[config.mk]
export PLATFORM = sky130hd
export DESIGN_NAME = slurm16_cpu_scoreboard
export DESIGN_NICKNAME = d
export VERILOG_FILES = /design/src/rtl/slurm16_cpu_scoreboard.sv
export SDC_FILE = /design/constraint.sdc
export NUM_CORES = 1
export LEC_CHECK = 0
export CAP_MARGIN = 20
export CORE_MARGIN = 5
export CORE_UTILIZATION = 30
export CTS_BUF_LIST = sky130_fd_sc_hd__clkbuf_2 sky130_fd_sc_hd__clkbuf_4 sky130_fd_sc_hd__clkbuf_8
export CTS_CLUSTER_DIAMETER = 50
export DETAILED_ROUTE_END_ITERATION = 10
export PLACE_DENSITY = 0.57
export SLEW_MARGIN = 20
export SYNTH_ARGS = -nofsm -noshare
export SYNTH_HDL_FRONTEND = slang
export SYNTH_SLANG_ARGS = --single-unit
export TNS_END_PERCENT = 50
[constraint.sdc]
create_clock -name CLK -period 3.26 [get_ports CLK]
set_input_delay 0.326 -clock CLK [delete_from_list [all_inputs] [get_ports CLK]]
set_output_delay 0.326 -clock CLK [all_outputs]
set_load 0.02 [all_outputs]
[src/rtl/slurm16_cpu_scoreboard.sv]
// slurm16_cpu_scoreboard
// In-flight register/flag scoreboard for the slurm16 pipeline. Tracks DEPTH
// issued instructions in a shift register (s[1] youngest at index 0) and
// decides, in the same cycle as the decode inputs, whether the decode slot
// must stall and which stage each source operand should be forwarded from.

module slurm16_cpu_scoreboard #(
  parameter int BITS          = 16,
  parameter int REGISTER_BITS = 4,
  parameter int DEPTH         = 3,
  parameter int FORWARD       = 1,
  parameter int LOAD_LATENCY  = 2,
  localparam int SW           = $clog2(DEPTH + 1)
) (
  input  logic                     CLK,
  input  logic                     RST,
  input  logic                     issue_valid,
  input  logic [REGISTER_BITS-1:0] issue_dest,
  input  logic                     issue_modifies_flags,
  input  logic                     issue_is_load,
  input  logic [REGISTER_BITS-1:0] regA_sel,
  input  logic [REGISTER_BITS-1:0] regB_sel,
  input  logic                     uses_flags,
  input  logic                     hold_in,
  input  logic                     flush_in,
  output logic                     stall_out,
  output logic [DEPTH-1:0]         hazard_vec,
  output logic [SW-1:0]            fwdA_stage,
  output logic [SW-1:0]            fwdB_stage,
  output logic [SW-1:0]            occupancy
);

  // Reject parameter sets the shift/forward logic was not built for.
  if (BITS < 1 || REGISTER_BITS < 1 || DEPTH < 2 || DEPTH > 8 ||
      LOAD_LATENCY < 1 || LOAD_LATENCY > DEPTH) begin : g_param_check
    $error("slurm16_cpu_scoreboard: unsupported parameter set");
  end

  // Tracked entries, index k-1 holds stage s[k].
  logic [DEPTH-1:0]                    valid_q, valid_d;
  logic [DEPTH-1:0][REGISTER_BITS-1:0] dest_q, dest_d;
  logic [DEPTH-1:0]                    mod_flags_q, mod_flags_d;
  logic [DEPTH-1:0]                    is_load_q, is_load_d;
  logic [SW-1:0]                       occupancy_q, occupancy_d;

  // Per-stage match information.
  logic [DEPTH-1:0] match_a;
  logic [DEPTH-1:0] match_b;
  logic [DEPTH-1:0] flag_match;
  logic [DEPTH-1:0] ready_stage;

  // Youngest-match selection per operand.
  logic          found_a, found_b;
  logic          ready_a, ready_b;
  logic [SW-1:0] sel_a, sel_b;

  logic stall;
  logic insert_valid;

  // Compare both source operands and the flag use against every tracked stage.
  always_comb begin
    match_a     = '0;
    match_b     = '0;
    flag_match  = '0;
    ready_stage = '0;
    for (int k = 0; k < DEPTH; k++) begin
      match_a[k]     = valid_q[k] && (regA_sel != '0) && (regA_sel == dest_q[k]);
      match_b[k]     = valid_q[k] && (regB_sel != '0) && (regB_sel == dest_q[k]);
      flag_match[k]  = uses_flags && valid_q[k] && mod_flags_q[k];
      ready_stage[k] = (FORWARD != 0) && (!is_load_q[k] || ((k + 1) >= LOAD_LATENCY));
    end
  end

  // Pick the youngest producer per operand; walking oldest-to-youngest lets
  // the youngest match overwrite any older one.
  always_comb begin
    found_a = 1'b0;
    found_b = 1'b0;
    ready_a = 1'b0;
    ready_b = 1'b0;
    sel_a   = '0;
    sel_b   = '0;
    for (int k = DEPTH - 1; k >= 0; k--) begin
      if (match_a[k]) begin
        found_a = 1'b1;
        ready_a = ready_stage[k];
        sel_a   = SW'(k + 1);
      end
      if (match_b[k]) begin
        found_b = 1'b1;
        ready_b = ready_stage[k];
        sel_b   = SW'(k + 1);
      end
    end
  end

  // Stall/forward decision; flags are never forwarded so any flag match stalls.
  always_comb begin
    stall = issue_valid &&
            ((found_a && !ready_a) || (found_b && !ready_b) || (|flag_match));
    stall_out  = stall;
    hazard_vec = issue_valid ? (match_a | match_b | flag_match) : '0;
    fwdA_stage = (!stall && found_a && ready_a) ? sel_a : '0;
    fwdB_stage = (!stall && found_b && ready_b) ? sel_b : '0;
    occupancy  = occupancy_q;
  end

  // Next-state: flush beats hold, hold beats stall, stall inserts a bubble.
  always_comb begin
    insert_valid = issue_valid && !stall;
    valid_d      = valid_q;
    dest_d       = dest_q;
    mod_flags_d  = mod_flags_q;
    is_load_d    = is_load_q;
    occupancy_d  = occupancy_q;
    if (flush_in) begin
      valid_d     = '0;
      occupancy_d = '0;
    end else if (!hold_in) begin
      valid_d     = {valid_q[DEPTH-2:0], insert_valid};
      dest_d      = {dest_q[DEPTH-2:0], (insert_valid ? issue_dest : {REGISTER_BITS{1'b0}})};
      mod_flags_d = {mod_flags_q[DEPTH-2:0], (insert_valid && issue_modifies_flags)};
      is_load_d   = {is_load_q[DEPTH-2:0], (insert_valid && issue_is_load)};
      occupancy_d = occupancy_q + SW'(insert_valid) - SW'(valid_q[DEPTH-1]);
    end
  end

  // Entry and occupancy registers; reset empties the scoreboard immediately.
  always_ff @(posedge CLK or posedge RST) begin
    if (RST) begin
      valid_q     <= '0;
      dest_q      <= '0;
      mod_flags_q <= '0;
      is_load_q   <= '0;
      occupancy_q <= '0;
    end else begin
      valid_q     <= valid_d;
      dest_q      <= dest_d;
      mod_flags_q <= mod_flags_d;
      is_load_q   <= is_load_d;
      occupancy_q <= occupancy_d;
    end
  end

endmodule

======== Yosys cells after proc, flatten, opt, wreduce, memory -nomap -nowiden ========
Cells that the tools add are included.
storage, ports and cells
  register bits ........................... 21
  input bits .............................. 20
  output and inout port bits .............. 10
  logic and storage cells ................. 80
cells by class
  add/subtract/negate cells ............... 2
  equality and inequality tests ........... 7
  multiplexer cells ....................... 22
  bitwise logic cells ..................... 4
  reductions and logical operators ........ 38
operator list
  operator            number
  $logic_and 1x1->1   28
  $eq 4x4->1          6
  $mux 2              10
  $mux 3              3
  $mux 1              8
  $reduce_bool 4->1   2
  $or 3x3->3          2
  $logic_not 1->1     4
  $mux 4              1
  $reduce_or 3->1     1
  $add 2x1->2         1
  $logic_or 1x1->1    2
  $ne 2x1->1 const B  1
  $not 1->1           2
  $reduce_and 2->1    1
  $sub 2x1->2         1

======== Depth between registers and ports, before layout ========
  word-level depth ........................ 17
  depth in mapped cells ................... 13
  mapped depth without buffers ............ 11

======== Least setup slack after synthesis ========
OpenSTA, ideal clock, no wires.
  path type ............................... reg-to-reg
  start point ............................. register dest_q[0] in the netlist's numbering
  end point ............................... register occupancy_q[1] (netlist: occupancy[1])
  setup time .............................. 0.077 ns
  arrival ................................. 2.509 ns
  required time ........................... 3.183 ns
  path slack .............................. 0.674 ns
  cell stages (with the launch flop) ...... 13
  buffers on the path ..................... 1
  clock period less this slack ............ 2.586 ns
  cell sequence ........................... dfrtp_1 -> nor4_2 -> nor2_1 -> a41o_1 -> a21o_1 -> buf_6 -> or2_1 -> ha_1 -> inv_1 -> ha_1 -> xnor2_1 -> or3_1 -> a21oi_1
on the way
  longest elaborated chain between the ends .. 14
  elaborated cells on any way between the ends .. 21
  those cells by class .................... 2 x add/sub; 2 x eq/ne; 6 x mux; 11 x reduce/logical
RTL lines
  what                                  RTL line  RTL
  start: declaration                    41        logic [DEPTH-1:0][REGISTER_BITS-1:0] dest_q, dest_d;
  start signal: assignment              138       dest_q <= dest_d;
  $eq 4x4->1 (on tied branches)         67, 68
  $logic_and 1x1->1 (on tied branches)  67, 68
  $mux 1 (on tied branches)             84, 89
  $logic_not 1->1                       100       ((found_a && !ready_a) || (found_b && !ready_b) || (|flag_match));
  $logic_and 1x1->1                     100
  $logic_or 1x1->1 (*) (2 in a row)     100
  $logic_and 1x1->1 (*)                 99        stall = issue_valid &&
  $logic_not 1->1 (*)                   110       insert_valid = issue_valid && !stall;
  $logic_and 1x1->1 (*)                 110
  $add 2x1->2 (*)                       124       occupancy_d = occupancy_q + SW'(insert_valid) - SW'(valid_q[DEPTH-1]);
  $sub 2x1->2 (*)                       124
  $mux 2 (*)                            119       end else if (!hold_in) begin
  $mux 2 (*)                            116       if (flush_in) begin
  end signal: assignment                141       occupancy_q <= occupancy_d;
  end: declaration                      44        logic [SW-1:0] occupancy_q, occupancy_d;
Every way passes the cells marked *; elsewhere a longest branch is shown, timed or not. The select of a mux whose other input is x is not followed.
A chain may end at the register's enable or synchronous reset.

======== Worst setup path in the final report ========
  start point ............................. input port regA_sel[3]
  end point ............................... output port fwdA_stage[1]
on the way
  longest elaborated chain between the ends .. 15
  elaborated cells on any way between the ends .. 26
  those cells by class .................... 3 x eq/ne; 8 x mux; 15 x reduce/logical
RTL lines
  what                            RTL line  RTL
  start: declaration              21        input logic [REGISTER_BITS-1:0] regA_sel,
  $reduce_bool 4->1               67        match_a[k] = valid_q[k] && (regA_sel != '0) && (regA_sel == dest_q[k]);
  $logic_and 1x1->1 (2 in a row)  67
  $mux 1 (3 in a row)             84        if (match_a[k]) begin
  $logic_not 1->1                 100
  $logic_and 1x1->1               100
  $logic_or 1x1->1 (2 in a row)   100
  $logic_and 1x1->1               99
  $logic_not 1->1                 103       fwdA_stage = (!stall && found_a && ready_a) ? sel_a : '0;
  $logic_and 1x1->1 (2 in a row)  103
  $mux 2 (*)                      103
  end: declaration                28        output logic [SW-1:0] fwdA_stage,
Every way passes the cells marked *; elsewhere a longest branch is shown, timed or not.

==> qor.csv <==
metric,value,unit
top_layer,met4,
cts-resized-gates,0,
dr.pass1.iters,4,
required,2.93,ns
status,completed,
clock_skew,0.00792,ns
n_antenna_cell,0,
setup_tns,0,ns
wire_per_inst,14.1,um
cp_top_family,buffers and inverters,
rsz0062_at_grt,false,
numCtsBuffers,3,
die_w,77.8,um
ys_types,39,
most-common-layout-cells,"nand2_1 (40), clkdlybuf4s50_1 (29), dfrtp_1 (21), xnor2_1 (14), nor2_1 (9)",
synth_edf_count,0,
fp.coreArea,4410,um2
syn_area_per_cell,8.36,um2
route.detailed.drc,0,
grt-ovfl-total,0,
ir_drop,0.000137,V
crit_chain,clkdlybuf4s50_1 -> nor4_2 -> nor2_1 -> a41o_1 -> a21o_1 -> a221oi_1 -> clkdlybuf4s50_1,
vias_per_cell,4.85,
reg2regPathDepth,11,
grt_pass1_vias,1186,
slew_viol_final,0,
max_stage_delay,0.66,ns
ff2ff_setup_slack,0.55,ns
cts_tree,built,
cts.path.max_buffers,2,
crit_path_end_kind,output pin,
drt-initial-drc-count,55,
start_util,31.3,%
dr_wl_met2,1630,um
final_common_cell,nand2_1,
cp.buffers_inverters,2,
ant_nets,0,
max_freq,331,MHz
syn-cell-area,1380,um2
hold_viol,0,
ctsHoldBuffers,0,
power_density,369,nW/um2
io_buffers,29,
period_share,92.6,%
clkTransAtPathRegs,0.08,ns
yosysWarnings,0,
critPathSlowestCell,clkdlybuf4s50_1,
worst_pin_slew,0.787,ns
syn_to_final_growth,27.8,%
fin_hold_ws,0.487,ns
vias,1193,
regToRegStartpoint,dest_q[0],
crit_arrival,2.69,ns
met1_length,1680,um
holdCritStartpoint,mod_flags_q[2],
async_reset_ff_share,100,%
synthesis.nets,187,
wl_met3,129,um
grt_first_pass_wirelength,5910,um
cts_sinks,21,
min_to,mod_flags_q[2],
yosysSeqAreaShare,38.1,%
gp_congestion,0.850,
cts.htree.levels,1,
rows,24,
ys_seq_elements,21,
max_slew_margin,47.5,%
fin_crit,3.02,ns
critical_path_class,in2out,
track_usage,12.0,%
startpoint_type,input pin,
crit_fanout,5,
fin_nets,217,
setup_viol,0,
rr_endpoint,occupancy[1],
grt_max_degree,22,
power,0.651,mW
routed_wl,3460,um
postCtsSetupBuffers,0,
hpwl,2730,um
fp.dieH,77.8,um
clock_latency,0.27,ns
final_util,40.0,%
cts_root_buffer,clkbuf_8,
p_leak,0.774,nW
dieArea,6060,um2
holdPathStages,2,
min_path_type,reg2reg,
drive_gt1_share,6.70,%
synth-main-ff-cell,dfrtp_1,
cap_viol_max_count,0,
antenna_found_initial,0,
crit_top_cell,clkdlybuf4s50_1,
ioPinCount,30,
synth_cells,165,
==> routing by layer <==
layer  GRT usage, %  vias up
met5              0        -
li1               -      621
met2           18.8       21
met1           16.0      549
met4           4.64        0
met3           2.55        2
==> flip-flops by register name, summed over array words and instances, names as in the netlist <==
| signal | flops |
|---|---|
| occupancy | 2 |
| mod_flags_q | 3 |
| dest_q | 12 |
| valid_q | 3 |
| is_load_q | 1 |
==> power by group <==
part	switching, mW	leakage (nW)	internal [mW]
clock	0.0874	0.0255	0.0853
combinational	0.0694	0.469	0.0779
sequential	0.0420	0.280	0.289
total	0.199	0.774	0.453
==> cells by family after synthesis <==
logic type | Yosys count | share of synthesized area [%]
and+or+nand+nor | 81 | 27.6
AOI/OAI and AO/OA | 25 | 12.9
DFF | 21 | 38.1
xor gates and xnor gates | 20 | 12.7
buffers and inverters | 13 | 4.80
muxes | 3 | 2.18
adders and majority gates | 2 | 1.81
==> area by class of cell <==
type | count | area, um2
clock buffers | 3 | 41.3
clock inverters | 1 | 5.00
fillers | 451 | 2650
inverters | 5 | 18.8
multi-input cells | 131 | 788
flip-flops and latches | 21 | 526
well taps | 52 | 65.1
repair buffers | 33 | 320
==> tightest hold or removal path: stages (launching register included) <==
cell and delay, ns:
dfrtp_1 0.35, nand2_1 0.05, nand2_1 0.05
==> worst max path at each step <==
stage                      from             to  slack (ns)  cells past startpoint
floorplan             dest_q[0]   occupancy[1]        0.67                     12
global placement    regA_sel[1]   occupancy[1]        0.23                     12
detailed placement  regA_sel[3]   occupancy[1]        0.18                     12
CTS                 regA_sel[3]  fwdA_stage[1]        0.24                      7
global route        regA_sel[3]  fwdA_stage[1]        0.09                      7
finish              regA_sel[3]  fwdA_stage[1]        0.24                      7
==> synth_stat cells, types with 2 or more instances <==
master | instances | area [um2]
nand3_1 | 7 | 35.0
ha_1 | 2 | 25.0
mux2i_1 | 3 | 30.0
o21ai_0 | 2 | 10.0
and2_1 | 2 | 12.5
a21oi_2 | 2 | 17.5
nor3_1 | 5 | 25.0
xnor2_1 | 14 | 123
nand2_1 | 40 | 150
a22oi_1 | 2 | 15.0
dfrtp_1 | 21 | 526
xor2_1 | 6 | 52.6
a21oi_1 | 4 | 20.0
a311oi_1 | 2 | 17.5
or3_1 | 5 | 31.3
buf_6 | 2 | 22.5
o21ai_1 | 6 | 30.0
clkbuf_1 | 4 | 15.0
nor2_1 | 9 | 33.8
inv_1 | 5 | 18.8
nand4_1 | 4 | 25.0
==> through the flow <==
step           cell area, um2  instances  setup WS, ns
2_1_floorplan            1380        165         0.674
3_3_place_gp             1720        242         0.229
3_5_place_dp             1720        242         0.180
4_1_cts                  1760        246         0.241
5_1_grt                  1760        246        0.0899
6_report                 1760        246         0.242
Power figures use the tool's default switching activity.
